--- src/rtl/arctan_lut_arbiter.sv ---
// ---------------------------------------------------------------------------
// arctan_lut_arbiter
//
// Round-robin arbiter that shares one arctan ROM lookup port between N_REQ
// phase-angle requesters. Every requester owns a one-deep holding register.
// One lookup is issued per cycle. Each ROM result is returned tagged with the
// id of the requester that asked for it.
//
// Handshake rule: a transfer on requester i happens on a rising clk edge where
// req_valid[i] & req_ready[i] are both high. req_ready depends only on
// registered state and ce, never on req_valid. rsp_valid is a one-cycle
// strobe with no back-pressure.
//
// Optional feature: define ARCTAN_ARB_STALL_CNT_EN to build the stall counter.
// Without it, stall_cnt is tied to zero.
//
// Ports
//   clk            system clock, all logic on the rising edge
//   rst_n          asynchronous active-low reset
//   ce             clock enable for accept/grant logic
//   req_valid      per-requester operand valid
//   req_addr       packed operands, requester i at [i*ADDR_W +: ADDR_W]
//   req_ready      per-requester ready
//   lut_addr       registered ROM address
//   lut_valid      registered ROM read strobe
//   lut_dout       ROM data
//   lut_dout_valid ROM data valid
//   rsp_data       registered arctan result
//   rsp_id         registered requester index of rsp_data
//   rsp_valid      response strobe, one cycle per result
//   seq_err        sticky: a tagged slot returned without lut_dout_valid
//   stall_cnt      ce cycles with a pending request that was not granted
// ---------------------------------------------------------------------------
module arctan_lut_arbiter #(
    parameter int N_REQ   = 4,
    parameter int ADDR_W  = 18,
    parameter int DATA_W  = 16,
    parameter int LUT_LAT = 1,
    localparam int ID_W   = $clog2(N_REQ)
) (
    input  logic                    clk,
    input  logic                    rst_n,
    input  logic                    ce,
    input  logic [N_REQ-1:0]        req_valid,
    input  logic [N_REQ*ADDR_W-1:0] req_addr,
    output logic [N_REQ-1:0]        req_ready,
    output logic [ADDR_W-1:0]       lut_addr,
    output logic                    lut_valid,
    input  logic [DATA_W-1:0]       lut_dout,
    input  logic                    lut_dout_valid,
    output logic [DATA_W-1:0]       rsp_data,
    output logic [ID_W-1:0]         rsp_id,
    output logic                    rsp_valid,
    output logic                    seq_err,
    output logic [31:0]             stall_cnt
);

    // Request side state
    logic [N_REQ-1:0]  pend_q, pend_d;
    logic [ADDR_W-1:0] hold_q [N_REQ];
    logic [ID_W-1:0]   rr_ptr_q, rr_ptr_d;

    // Grant decode
    logic [N_REQ-1:0]  gnt;
    logic              gnt_any;
    logic [ID_W-1:0]   gnt_id;
    logic [N_REQ-1:0]  hs;

    // ROM issue stage; lut_id_q travels with lut_valid_q into the tag pipe
    logic [ADDR_W-1:0] lut_addr_q, lut_addr_d;
    logic              lut_valid_q;
    logic [ID_W-1:0]   lut_id_q;

    // Tag pipe, aligned with the ROM return at its last stage
    logic [LUT_LAT-1:0] tag_v_q;
    logic [ID_W-1:0]    tag_id_q [LUT_LAT];
    logic               tag_v_out;
    logic [ID_W-1:0]    tag_id_out;

    // Response stage
    logic [DATA_W-1:0] rsp_data_q;
    logic [ID_W-1:0]   rsp_id_q;
    logic              rsp_valid_q;
    logic              seq_err_q;

    // First pending requester at or after rr_ptr, wrapping modulo N_REQ.
    always_comb begin
        int idx;
        gnt     = '0;
        gnt_any = 1'b0;
        gnt_id  = '0;
        idx     = 0;
        for (int k = 0; k < N_REQ; k++) begin
            idx = int'(rr_ptr_q) + k;
            if (idx >= N_REQ) begin
                idx = idx - N_REQ;
            end
            if (!gnt_any && pend_q[idx]) begin
                gnt_any = 1'b1;
                gnt_id  = ID_W'(idx);
            end
        end
        if (!ce) begin
            gnt_any = 1'b0;
        end
        if (gnt_any) begin
            gnt[gnt_id] = 1'b1;
        end
    end

    // A granted slot is emptied this edge, so it may be refilled at once;
    // this is what lets a lone requester sustain one lookup per cycle.
    assign req_ready = {N_REQ{ce}} & (~pend_q | gnt);
    assign hs        = req_valid & req_ready;
    assign pend_d    = (pend_q & ~gnt) | hs;

    always_comb begin
        rr_ptr_d   = rr_ptr_q;
        lut_addr_d = lut_addr_q;
        if (gnt_any) begin
            lut_addr_d = hold_q[gnt_id];
            rr_ptr_d   = (int'(gnt_id) == N_REQ - 1) ? '0 : gnt_id + ID_W'(1);
        end
    end

    always_ff @(posedge clk or negedge rst_n) begin
        if (!rst_n) begin
            pend_q      <= '0;
            rr_ptr_q    <= '0;
            lut_addr_q  <= '0;
            lut_valid_q <= 1'b0;
            lut_id_q    <= '0;
            for (int i = 0; i < N_REQ; i++) begin
                hold_q[i] <= '0;
            end
        end else begin
            pend_q      <= pend_d;
            rr_ptr_q    <= rr_ptr_d;
            lut_addr_q  <= lut_addr_d;
            lut_valid_q <= gnt_any;
            if (gnt_any) begin
                lut_id_q <= gnt_id;
            end
            for (int i = 0; i < N_REQ; i++) begin
                if (hs[i]) begin
                    hold_q[i] <= req_addr[i*ADDR_W +: ADDR_W];
                end
            end
        end
    end

    // The ROM ignores ce, so the tag pipe shifts every cycle to stay aligned.
    always_ff @(posedge clk or negedge rst_n) begin
        if (!rst_n) begin
            tag_v_q <= '0;
            for (int k = 0; k < LUT_LAT; k++) begin
                tag_id_q[k] <= '0;
            end
        end else begin
            tag_v_q[0]  <= lut_valid_q;
            tag_id_q[0] <= lut_id_q;
            for (int k = 1; k < LUT_LAT; k++) begin
                tag_v_q[k]  <= tag_v_q[k-1];
                tag_id_q[k] <= tag_id_q[k-1];
            end
        end
    end

    assign tag_v_out  = tag_v_q[LUT_LAT-1];
    assign tag_id_out = tag_id_q[LUT_LAT-1];

    // ROM returns with no matching tag (e.g. stale after reset) are dropped.
    always_ff @(posedge clk or negedge rst_n) begin
        if (!rst_n) begin
            rsp_data_q  <= '0;
            rsp_id_q    <= '0;
            rsp_valid_q <= 1'b0;
            seq_err_q   <= 1'b0;
        end else begin
            rsp_valid_q <= tag_v_out;
            if (tag_v_out) begin
                rsp_data_q <= lut_dout;
                rsp_id_q   <= tag_id_out;
            end
            if (tag_v_out && !lut_dout_valid) begin
                seq_err_q <= 1'b1;
            end
        end
    end

`ifdef ARCTAN_ARB_STALL_CNT_EN
    logic [31:0] stall_cnt_q;

    always_ff @(posedge clk or negedge rst_n) begin
        if (!rst_n) begin
            stall_cnt_q <= '0;
        end else if (ce && (|(pend_q & ~gnt)) && (stall_cnt_q != 32'hFFFF_FFFF)) begin
            stall_cnt_q <= stall_cnt_q + 32'd1;
        end
    end

    assign stall_cnt = stall_cnt_q;
`else
    assign stall_cnt = 32'd0;
`endif

    assign lut_addr  = lut_addr_q;
    assign lut_valid = lut_valid_q;
    assign rsp_data  = rsp_data_q;
    assign rsp_id    = rsp_id_q;
    assign rsp_valid = rsp_valid_q;
    assign seq_err   = seq_err_q;

endmodule

--- config.mk ---
export PLATFORM = sky130hd
export DESIGN_NAME = arctan_lut_arbiter
export DESIGN_NICKNAME = d
export VERILOG_FILES = /design/src/rtl/arctan_lut_arbiter.sv
export SDC_FILE = /design/constraint.sdc
export NUM_CORES = 1
export LEC_CHECK = 0
export BUFFER_PORTS_ARGS = -buffer_cell sky130_fd_sc_hd__buf_4
export CORE_MARGIN = 1
export CORE_UTILIZATION = 40
export CTS_CLUSTER_DIAMETER = 150
export DETAILED_ROUTE_END_ITERATION = 8
export SYNTH_ARGS = -nofsm -noshare
export SYNTH_HDL_FRONTEND = slang
export SYNTH_SLANG_ARGS = --single-unit
export TNS_END_PERCENT = 10
--- constraint.sdc ---
create_clock -name clk -period 6.3 [get_ports clk]
set_clock_uncertainty 0.15 [all_clocks]
set_input_delay 0.63 -clock clk [delete_from_list [all_inputs] [get_ports clk]]
set_output_delay 0.63 -clock clk [all_outputs]
set_load 0.01 [all_outputs]
After elaboration in Yosys (flattened, before gate mapping)
Cells that the tools add are included.
Operators by class
  order comparisons: 11
  bitwise logic cells: 8
  muxes and demuxes: 32
  $add $sub $neg: 8
  reduce and logical (&&, ||, !) cells: 9
  equal/unequal tests: 1
Operators with widths (count)
  32-bit by 4-bit less-than comparator with 1-bit output, second input constant: 4
  32-bit two-way mux: 4
  18-bit binary-select mux with 2-bit select: 1
  18-bit two-way mux: 2
  1-bit two-way mux: 14
  4-bit AND: 3
  3-bit >= comparator, second input constant: 4
  3-bit by 3-bit subtractor with 4-bit output, second input constant: 3
  2-bit two-way mux: 5
  1-bit binary-select mux with 2-bit select: 4
  4-bit NOT: 2
  4-bit OR: 2
  2-bit by 2-bit adder with 3-bit output, second input constant: 2
  1-bit logical AND: 5
  1-bit zero test: 4
  4-bit two-way mux: 1
  2-bit by 3-bit subtractor with 4-bit output, second input constant: 1
  2-bit by 1-bit adder with 3-bit output, second input constant: 1
  2-bit by 3-bit >= comparator with 1-bit output, second input constant: 1
  2-bit by 3-bit less-than comparator with 1-bit output, second input constant: 1
  2-bit NOT with 3-bit output: 1
  2-bit by 1-bit adder with 2-bit output, second input constant: 1
  1-bit demux with 2-bit select: 1
  2-bit by 1-bit == test with 1-bit output, second input constant: 1
  2-bit by 1-bit >= comparator with 1-bit output, second input constant: 1
Word-level totals
  input port bits: 96
  word-level logic and storage cells: 84
  flip-flop bits (word level): 122
  output and inout port bits: 75

Longest topological paths before layout
Gate-level depths: netlist of run 1.
  depth after elaboration: 24
  gate-level depth with buffers: 11
  gate-level depth less buffers: 9

Worst setup path after synthesis of run 1
Ideal clock, no wire load.
  path kind: register -> register
  start point: reg pend_q[1]
  end point: reg hold_q[25] (netlist name)
  slack: 3.273 ns
  data arrival time: 2.752 ns
  required time: 6.025 ns
  stages on the path, launching flop included: 12
  path buffers: 2
  path through: dfrtp_1 or2_2 nand4b_1 nand2_1 inv_2 buf_2 ha_1 inv_1 a21boi_0 nand2_1 clkbuf_1 mux2_2
Between the ends
  longest elaborated chain between the ends: 21
  elaborated cells on any way between the ends: 36
  those cells by class: order compare: 2; mux: 24; bitwise: 3; reduce/logical: 7
RTL lines
  start: declaration: line 59  | logic [N_REQ-1:0] pend_q, pend_d;
  start signal: assignment: line 137  | pend_q <= pend_d;
  1-bit binary-select mux with 2-bit select: line 98  | if (!gnt_any && pend_q[idx]) begin
  1-bit two-way mux (implied by the code) (2 in a row): line 98
  1-bit two-way mux: line 98
  1-bit zero test: line 98
  1-bit logical AND: line 98
  1-bit two-way mux: line 98
  1-bit zero test: line 98
  1-bit logical AND: line 98
  [5 not listed]
  1-bit logical AND (implied by the code): line 107  | gnt[gnt_id] = 1'b1;
  1-bit two-way mux (implied by the code): line 107
  1-bit demux with 2-bit select: line 107
  4-bit two-way mux *: line 106  | if (gnt_any) begin
  4-bit OR *: line 113  | assign req_ready = {N_REQ{ce}} & (~pend_q | gnt);
  4-bit AND *: line 113
  named net req_ready[2]: line 46  | output logic [N_REQ-1:0] req_ready,
  4-bit AND *: line 114  | assign hs = req_valid & req_ready;
  end signal: indexed assignment: line 146  | hold_q[i] <= req_addr[i*ADDR_W +: ADDR_W];
  end: declaration: line 60  | logic [ADDR_W-1:0] hold_q [N_REQ];
The timed path passes the listed nets; every way through them passes the cells marked *. The select of a mux whose other input is x is not followed.
A chain may end at the register's enable or synchronous reset.

Worst setup path in the final report of run 1
  start point: reg pend_q[1]
  end point: out req_ready[2]
Between the ends
  longest elaborated chain between the ends: 20
  elaborated cells on any way between the ends: 35
  those cells by class: order compare: 2; mux: 24; bitwise: 2; reduce/logical: 7
RTL lines (line)
  1-bit binary-select mux with 2-bit select: 98
  1-bit two-way mux (implied by the code) (2 in a row): 98
  1-bit two-way mux: 98
  1-bit zero test: 98
  1-bit logical AND: 98
  1-bit two-way mux: 98
  1-bit zero test: 98
  1-bit logical AND: 98
  [3 not listed]
  2-bit two-way mux: 98
  2-bit by 3-bit less-than comparator with 1-bit output (implied by the code) or 2-bit by 1-bit >= comparator with 1-bit output (tied branches): 107
  1-bit logical AND (implied by the code): 107
  1-bit two-way mux (implied by the code): 107
  1-bit demux with 2-bit select: 107
  4-bit two-way mux *: 106
  4-bit OR *: 113
  4-bit AND *: 113
  end: declaration: 46
Every way passes the cells marked *; elsewhere a longest branch is shown, timed or not. The select of a mux whose other input is x is not followed.

==> results.py, run 1 <==
metrics = {
    "detailed_routing": {
        "num_vias": 3640,
        "wire_per_inst_um": 16.2,
        "drt_pass1_iterations": 4,
        "post_drt_via_cell_ratio": 4.93,
        "wirelength_mm": 12.0,
        "drtIter0Drc": 145,
        "ant_nets": 0,
        "drc": 0,
    },
    "job": {
        "maxCapViolCount": 0,
    },
    "cells_and_area": {
        "n_antenna_cell": 0,
        "fin_area_mm2": 0.00718,
        "stdcell_count": 738,
        "nets": 647,
        "final_common_cell": "buf_4",
        "syn2layout_area_growth_pct": 30.2,
        "fin_util_pct": 53.8,
        "nFillCells": 1160,
        "drive_gt1_share_pct": 44.8,
        "final_cell_mix": "buf_4, dfrtp_1, mux2_2",
    },
    "setup_path": {
        "end_kind": "output port",
        "critPathKind": "flop to output port",
        "reg2reg_slack_ps": 1730,
        "crit_fanout": 23,
        "r2r-start": "pend_q[1]$_DFF_PN0_",
        "crit_chain": "or2_2 > nand4b_1 > nand2_1 > inv_2 > ha_1 > inv_1 > a21boi_0 > buf_4",
        "rr_endpoint": "hold_q[34]$_DFFE_PN0P_",
        "worstPathArrival_ps": 3910,
        "cpMaxStageDelayCell": "inv_2",
        "worst-r2r-cell-count": 9,
        "slowest_delay_ps": 730,
        "crit_required_ps": 5520,
        "cp-start-kind": "flop",
    },
    "die": {
        "rows": 42,
        "io-pin-count": 171,
        "fp.dieW_um": 119,
        "die_h_um": 119,
        "initial_utilization_pct": 41.3,
        "die-area_mm2": 0.0143,
        "core_area_mm2": 0.0133,
    },
    "timing": {
        "drv_slew": 0,
        "finalCriticalPeriod_ps": 4690,
        "hold_violations": 0,
        "fin_setup_tns_ps": 0,
        "slew_headroom_pct": 35.2,
        "rsz0062_at_grt": "no",
        "tightest_slew_ps": 972,
        "period_share_pct": 74.4,
        "setup_viol": 0,
        "max_freq_ghz": 0.213,
    },
    "pwr": {
        "power_mw": 3.68,
        "power_leakage_nw": 3.39,
        "powerDensity_mw_per_mm2": 513,
        "vdd_drop_max_v": 0.000248,
    },
    "placement": {
        "place_congestion": 0.906,
        "dpl_cell_area_mm2": 0.00656,
        "dp_cells": 706,
        "io_buffers": 138,
        "dp.final_hpwl_mm": 8.75,
    },
    "yosys": {
        "synth_cell_type_count": 34,
        "syn-instance-count": 413,
        "yosysWarnings": 0,
        "ys_seq_area_share_pct": 55.4,
        "syn_area_per_cell_um2": 13.3,
        "syn-cell-area_mm2": 0.00551,
        "synth_seq_cells": 122,
    },
    "clock_tree": {
        "cts_buffers": 17,
        "post_cts.repair.setup_buffers": 0,
        "clock_sinks": 122,
        "clock_latency_ps": 410,
        "ctsHoldBuffers": 0,
        "cts.clk_slew.worst_paths_ps": 50,
        "ctsLongestPathBuffers": 2,
        "cts_root_buf": "clkbuf_16",
        "htree_num_levels": 4,
        "cts_tree": "built",
        "ctsResizeCount": 0,
    },
    "global_routing": {
        "grt_max_degree": 65,
        "grt_pass1_vias": 3654,
        "grt_use_total_pct": 17.9,
        "grt_antenna_before_repair": 0,
        "grt_pass1_wl_mm": 19.2,
        "gr-total-overflow": 0,
    },
    "hold_path": {
        "hold_class": "input pin to asynchronous set/reset pin",
    },
    "outcome": {
        "outcome": "finished, final reports clean",
    },
}
==> cell families after synthesis <==
| logic type | count (synthesis) | synth area share, % |
|---|---|---|
| buffers and inverters | 61 | 6.76 |
| AOI/OAI and AO/OA | 75 | 11.4 |
| adders and majority gates | 2 | 0.454 |
| DFF | 122 | 55.4 |
| other | 1 | 0.0680 |
| and+or+nand+nor | 44 | 4.27 |
| muxes | 108 | 21.7 |
==> critical path, delay by kind of cell (launching register included) <==
family / cells / cell delay [ps]
simple gates: 3 / 1560
buf+inv: 3 / 950
flops: 1 / 460
fa+ha+maj: 1 / 280
compound gates: 1 / 230
==> per-layer routing <==
metal | vias to the layer above | global-route usage, % | part of all wire (%)
met3 | 13 | 4.89 | 5.3
met4 | 0 | 6.33 | 1.3
met5 | - | 0 | 0
li1 | 1698 | - | -
met1 | 1800 | 24.2 | 47
met2 | 129 | 27.7 | 47
==> per-stage QoR <==
step,hold WS (ps),setup slack (ps)
after floorplan,184,3270
after global placement,216,1990
after detailed placement,211,1830
after CTS,143,1630
after global routing,166,1310
final,116,1610
==> sequential cells by signal, indices dropped and copies added (netlist names) <==
register / flops
rsp_valid: 1
lut_addr: 18
tag_v_out: 1
rr_ptr_q: 2
tag_id_out: 2
rsp_data: 16
rsp_id: 2
lut_id_q: 2
hold_q: 72
pend_q: 4
seq_err: 1
lut_valid: 1
==> worst max path at each step <==
| stage | endpoint | start | slack (ps) |
|---|---|---|---|
| 2_1_floorplan | hold_q[25]$_DFFE_PN0P_ | pend_q[1]$_DFF_PN0_ | 3270 |
| 3_3_place_gp | hold_q[33]$_DFFE_PN0P_ | pend_q[1]$_DFF_PN0_ | 1990 |
| 3_5_place_dp | hold_q[34]$_DFFE_PN0P_ | pend_q[1]$_DFF_PN0_ | 1830 |
| 4_1_cts | req_ready[2] | pend_q[1]$_DFF_PN0_ | 1630 |
| 5_1_grt | req_ready[2] | pend_q[1]$_DFF_PN0_ | 1310 |
| 6_report | req_ready[2] | pend_q[1]$_DFF_PN0_ | 1610 |
==> layout make-up <==
| type | instances | area (µm²) | share of cell area, % |
|---|---|---|---|
| sequential | 122 | 3050 | 42.5 |
| multi-input combinational | 261 | 2210 | 30.8 |
| tap | 176 | 220 | 3.07 |
| clock inverter | 12 | 146 | 2.04 |
| clock buffer | 20 | 467 | 6.50 |
| timing repair buffer | 140 | 1050 | 14.6 |
| inverter | 7 | 26.3 | 0.366 |
==> synth_stat cells <==
library cell	n	area (µm²)
a21oi_1	2	10.0
a21oi_4	2	32.5
nor2_1	1	3.75
nand4b_1	2	17.5
nor2b_1	1	6.26
nand2b_1	3	18.8
buf_2	7	35.0
ha_1	2	25.0
o2bb2ai_1	18	158
inv_2	2	7.51
conb_1	1	3.75
mux2_2	70	788
o211ai_2	1	12.5
or2_2	2	12.5
buf_6	2	22.5
a211o_1	18	158
o21a_1	18	135
o21ai_0	5	25.0
a21o_1	1	7.51
and3_1	18	113
clkbuf_1	12	45.0
mux2i_1	18	180
a21boi_0	4	30.0
buf_4	32	240
mux2_1	20	225
nand2_1	17	63.8
a311oi_2	1	15.0
dfrtp_1	122	3050
a22o_1	2	17.5
buf_1	1	3.75
o21ai_2	1	8.76
inv_1	5	18.8
o31ai_2	1	12.5
o21bai_1	1	7.51
==> where the power goes <==
group	internal (mW)	leakage, nW	switching (mW)
clock network	0.649	0.298	0.334
logic	0.697	1.66	0.646
registers	1.14	1.44	0.220
total	2.48	3.39	1.20
Note: power is estimated with default switching activity, not from simulation.
==> run 2, diff against run 1 <==
PLACE_DENSITY = 0.67   (was unset)
clock period = 3.9 ns   (was 6.3 ns; I/O delays follow)
==> run 2 against run 1 <==
The flow now finishes with violations (negative hold slack). Register-to-register slack got worse by 1000 ps. Final area barely moved. Non-clock buffer count up 5.
==> results.py, run 2 (synthesis gave the netlist of run 1 again) <==
metrics = {
    "timing": {
        "fin_setup_tns_ps": 0,
        "hold_slack_ps": -11.7,
        "max_freq_ghz": 0.316,
        "hold_violations": 26,
        "tightest_slew_ps": 967,
        "drv_slew": 0,
        "setup_viol": 0,
        "rsz0062_at_grt": "no",
        "slew_headroom_pct": 35.6,
        "finalCriticalPeriod_ps": 3170,
        "period_share_pct": 81.2,
    },
    "detailed_routing": {
        "ant_nets": 0,
        "wire_per_inst_um": 16.6,
        "drt_pass1_iterations": 4,
        "wl_met2_mm": 5.80,
        "wirelength_mm": 12.3,
        "m1WireLength_mm": 5.70,
        "post_drt_via_cell_ratio": 4.97,
        "highest_layer": "met4",
        "num_vias": 3685,
        "drtIter0Drc": 104,
        "drc": 0,
        "wl_met3_um": 606,
    },
    "die": {
        "die_h_um": 119,
        "fp.dieW_um": 119,
        "die-area_mm2": 0.0143,
        "core_area_mm2": 0.0133,
        "rows": 42,
        "io-pin-count": 171,
        "initial_utilization_pct": 41.3,
    },
    "global_routing": {
        "grt_antenna_before_repair": 0,
        "gr-total-overflow": 0,
        "grt_max_degree": 77,
        "grt_use_total_pct": 18.4,
        "grt_pass1_wl_mm": 19.8,
        "grt_pass1_vias": 3767,
    },
    "clock_tree": {
        "post_cts.repair.setup_buffers": 0,
        "htree_num_levels": 4,
        "clock_sinks": 122,
        "cts_root_buf": "clkbuf_16",
        "cts.clk_slew.worst_paths_ps": 50,
        "ctsHoldBuffers": 0,
        "cts_buffers": 17,
        "clock_latency_ps": 410,
        "cts_tree": "built",
        "ctsResizeCount": 0,
        "ctsLongestPathBuffers": 2,
    },
    "setup_path": {
        "end_kind": "flop",
        "critPathKind": "flop to flop",
        "crit_required_ps": 4040,
        "worstPathArrival_ps": 3310,
        "worst-r2r-cell-count": 9,
        "reg2reg_slack_ps": 730,
        "cp-start-kind": "flop",
        "r2r-start": "pend_q[1]$_DFF_PN0_",
        "rr_endpoint": "hold_q[16]$_DFFE_PN0P_",
        "crit_fanout": 20,
    },
    "cells_and_area": {
        "final_common_cell": "buf_4",
        "regMostFlops": "hold_q",
        "fin_util_pct": 53.8,
        "n_antenna_cell": 0,
        "fin_area_mm2": 0.00718,
        "nets": 652,
        "drive_gt1_share_pct": 45.0,
        "syn2layout_area_growth_pct": 30.3,
        "final_cell_mix": "buf_4, dfrtp_1, mux2_2",
        "largest_reg_flops": 72,
    },
    "outcome": {
        "outcome": "finished, violations left",
        "violations": "negative hold slack",
    },
    "placement": {
        "dp.final_hpwl_mm": 8.79,
        "io_buffers": 138,
        "dpl_cell_area_mm2": 0.00661,
        "place_congestion": 0.833,
    },
    "hold_path": {
        "hold_class": "input pin to asynchronous set/reset pin",
    },
    "pwr": {
        "powerDensity_mw_per_mm2": 829,
        "power_leakage_nw": 3.41,
        "vdd_drop_max_v": 0.000355,
        "power_mw": 5.95,
    },
    "job": {
        "maxCapViolCount": 0,
    },
}
-- run 2: changes by cell type in the layout (fill, tap and decap cells not counted) --
cell        change
clkinvlp_4      -2
bufinv_16       -1
buf_4           +4
clkinv_2        +1
clkinv_4        -1
clkbuf_1        +1
buf_12          +1
-- run 2: through the flow --
stage,cells,setup WS (ps),hold slack (ps)
finish,741,733,-11.7
global route,741,564,38.3
CTS,741,784,19.8
detailed placement,711,788,218
global placement,711,834,212
floorplan,444,873,-55.6
-- run 2: per-layer routing --
| metal | up-vias | GRT usage, % |
|---|---|---|
| li1 | 1707 | - |
| met1 | 1836 | 23.9 |
| met2 | 124 | 29.1 |
| met3 | 18 | 4.84 |
| met4 | 0 | 7.50 |
| met5 | - | 0 |
-- run 2: worst max-delay path, cell delays in order (launching register included) --
cell      delay [ps]
dfrtp_1          460
or2_2            360
nand4b_1         120
buf_4            220
nand2_1          230
ha_1             290
inv_1             60
a21boi_0         100
nand2_1          630
mux2_2           420
-- run 2: how the worst max path moves through the flow --
stage | cells past startpoint | start | slack [ps] | endpoint
CTS | 9 | pend_q[1]$_DFF_PN0_ | 780 | hold_q[2]$_DFFE_PN0P_
global route | 10 | pend_q[1]$_DFF_PN0_ | 560 | hold_q[28]$_DFFE_PN0P_
finish | 9 | pend_q[1]$_DFF_PN0_ | 730 | hold_q[16]$_DFFE_PN0P_
detailed placement | 9 | pend_q[1]$_DFF_PN0_ | 790 | hold_q[16]$_DFFE_PN0P_
global placement | 9 | pend_q[0]$_DFF_PN0_ | 830 | hold_q[14]$_DFFE_PN0P_
floorplan | 11 | pend_q[1]$_DFF_PN0_ | 870 | hold_q[25]$_DFFE_PN0P_
-- run 2: layout make-up --
cell class / instances / area (µm²)
well taps: 176 / 220
multi-input cells: 261 / 2210
repair buffers: 145 / 1100
clock inverters: 9 / 97.6
clock buffers: 21 / 470
flip-flops and latches: 122 / 3050
inverters: 7 / 26.3
fillers: 1159 / 6170
-- run 2: power by group --
part           switching (mW)  internal, mW
registers               0.342          1.84
clock network           0.534         0.975
logic                    1.09          1.17
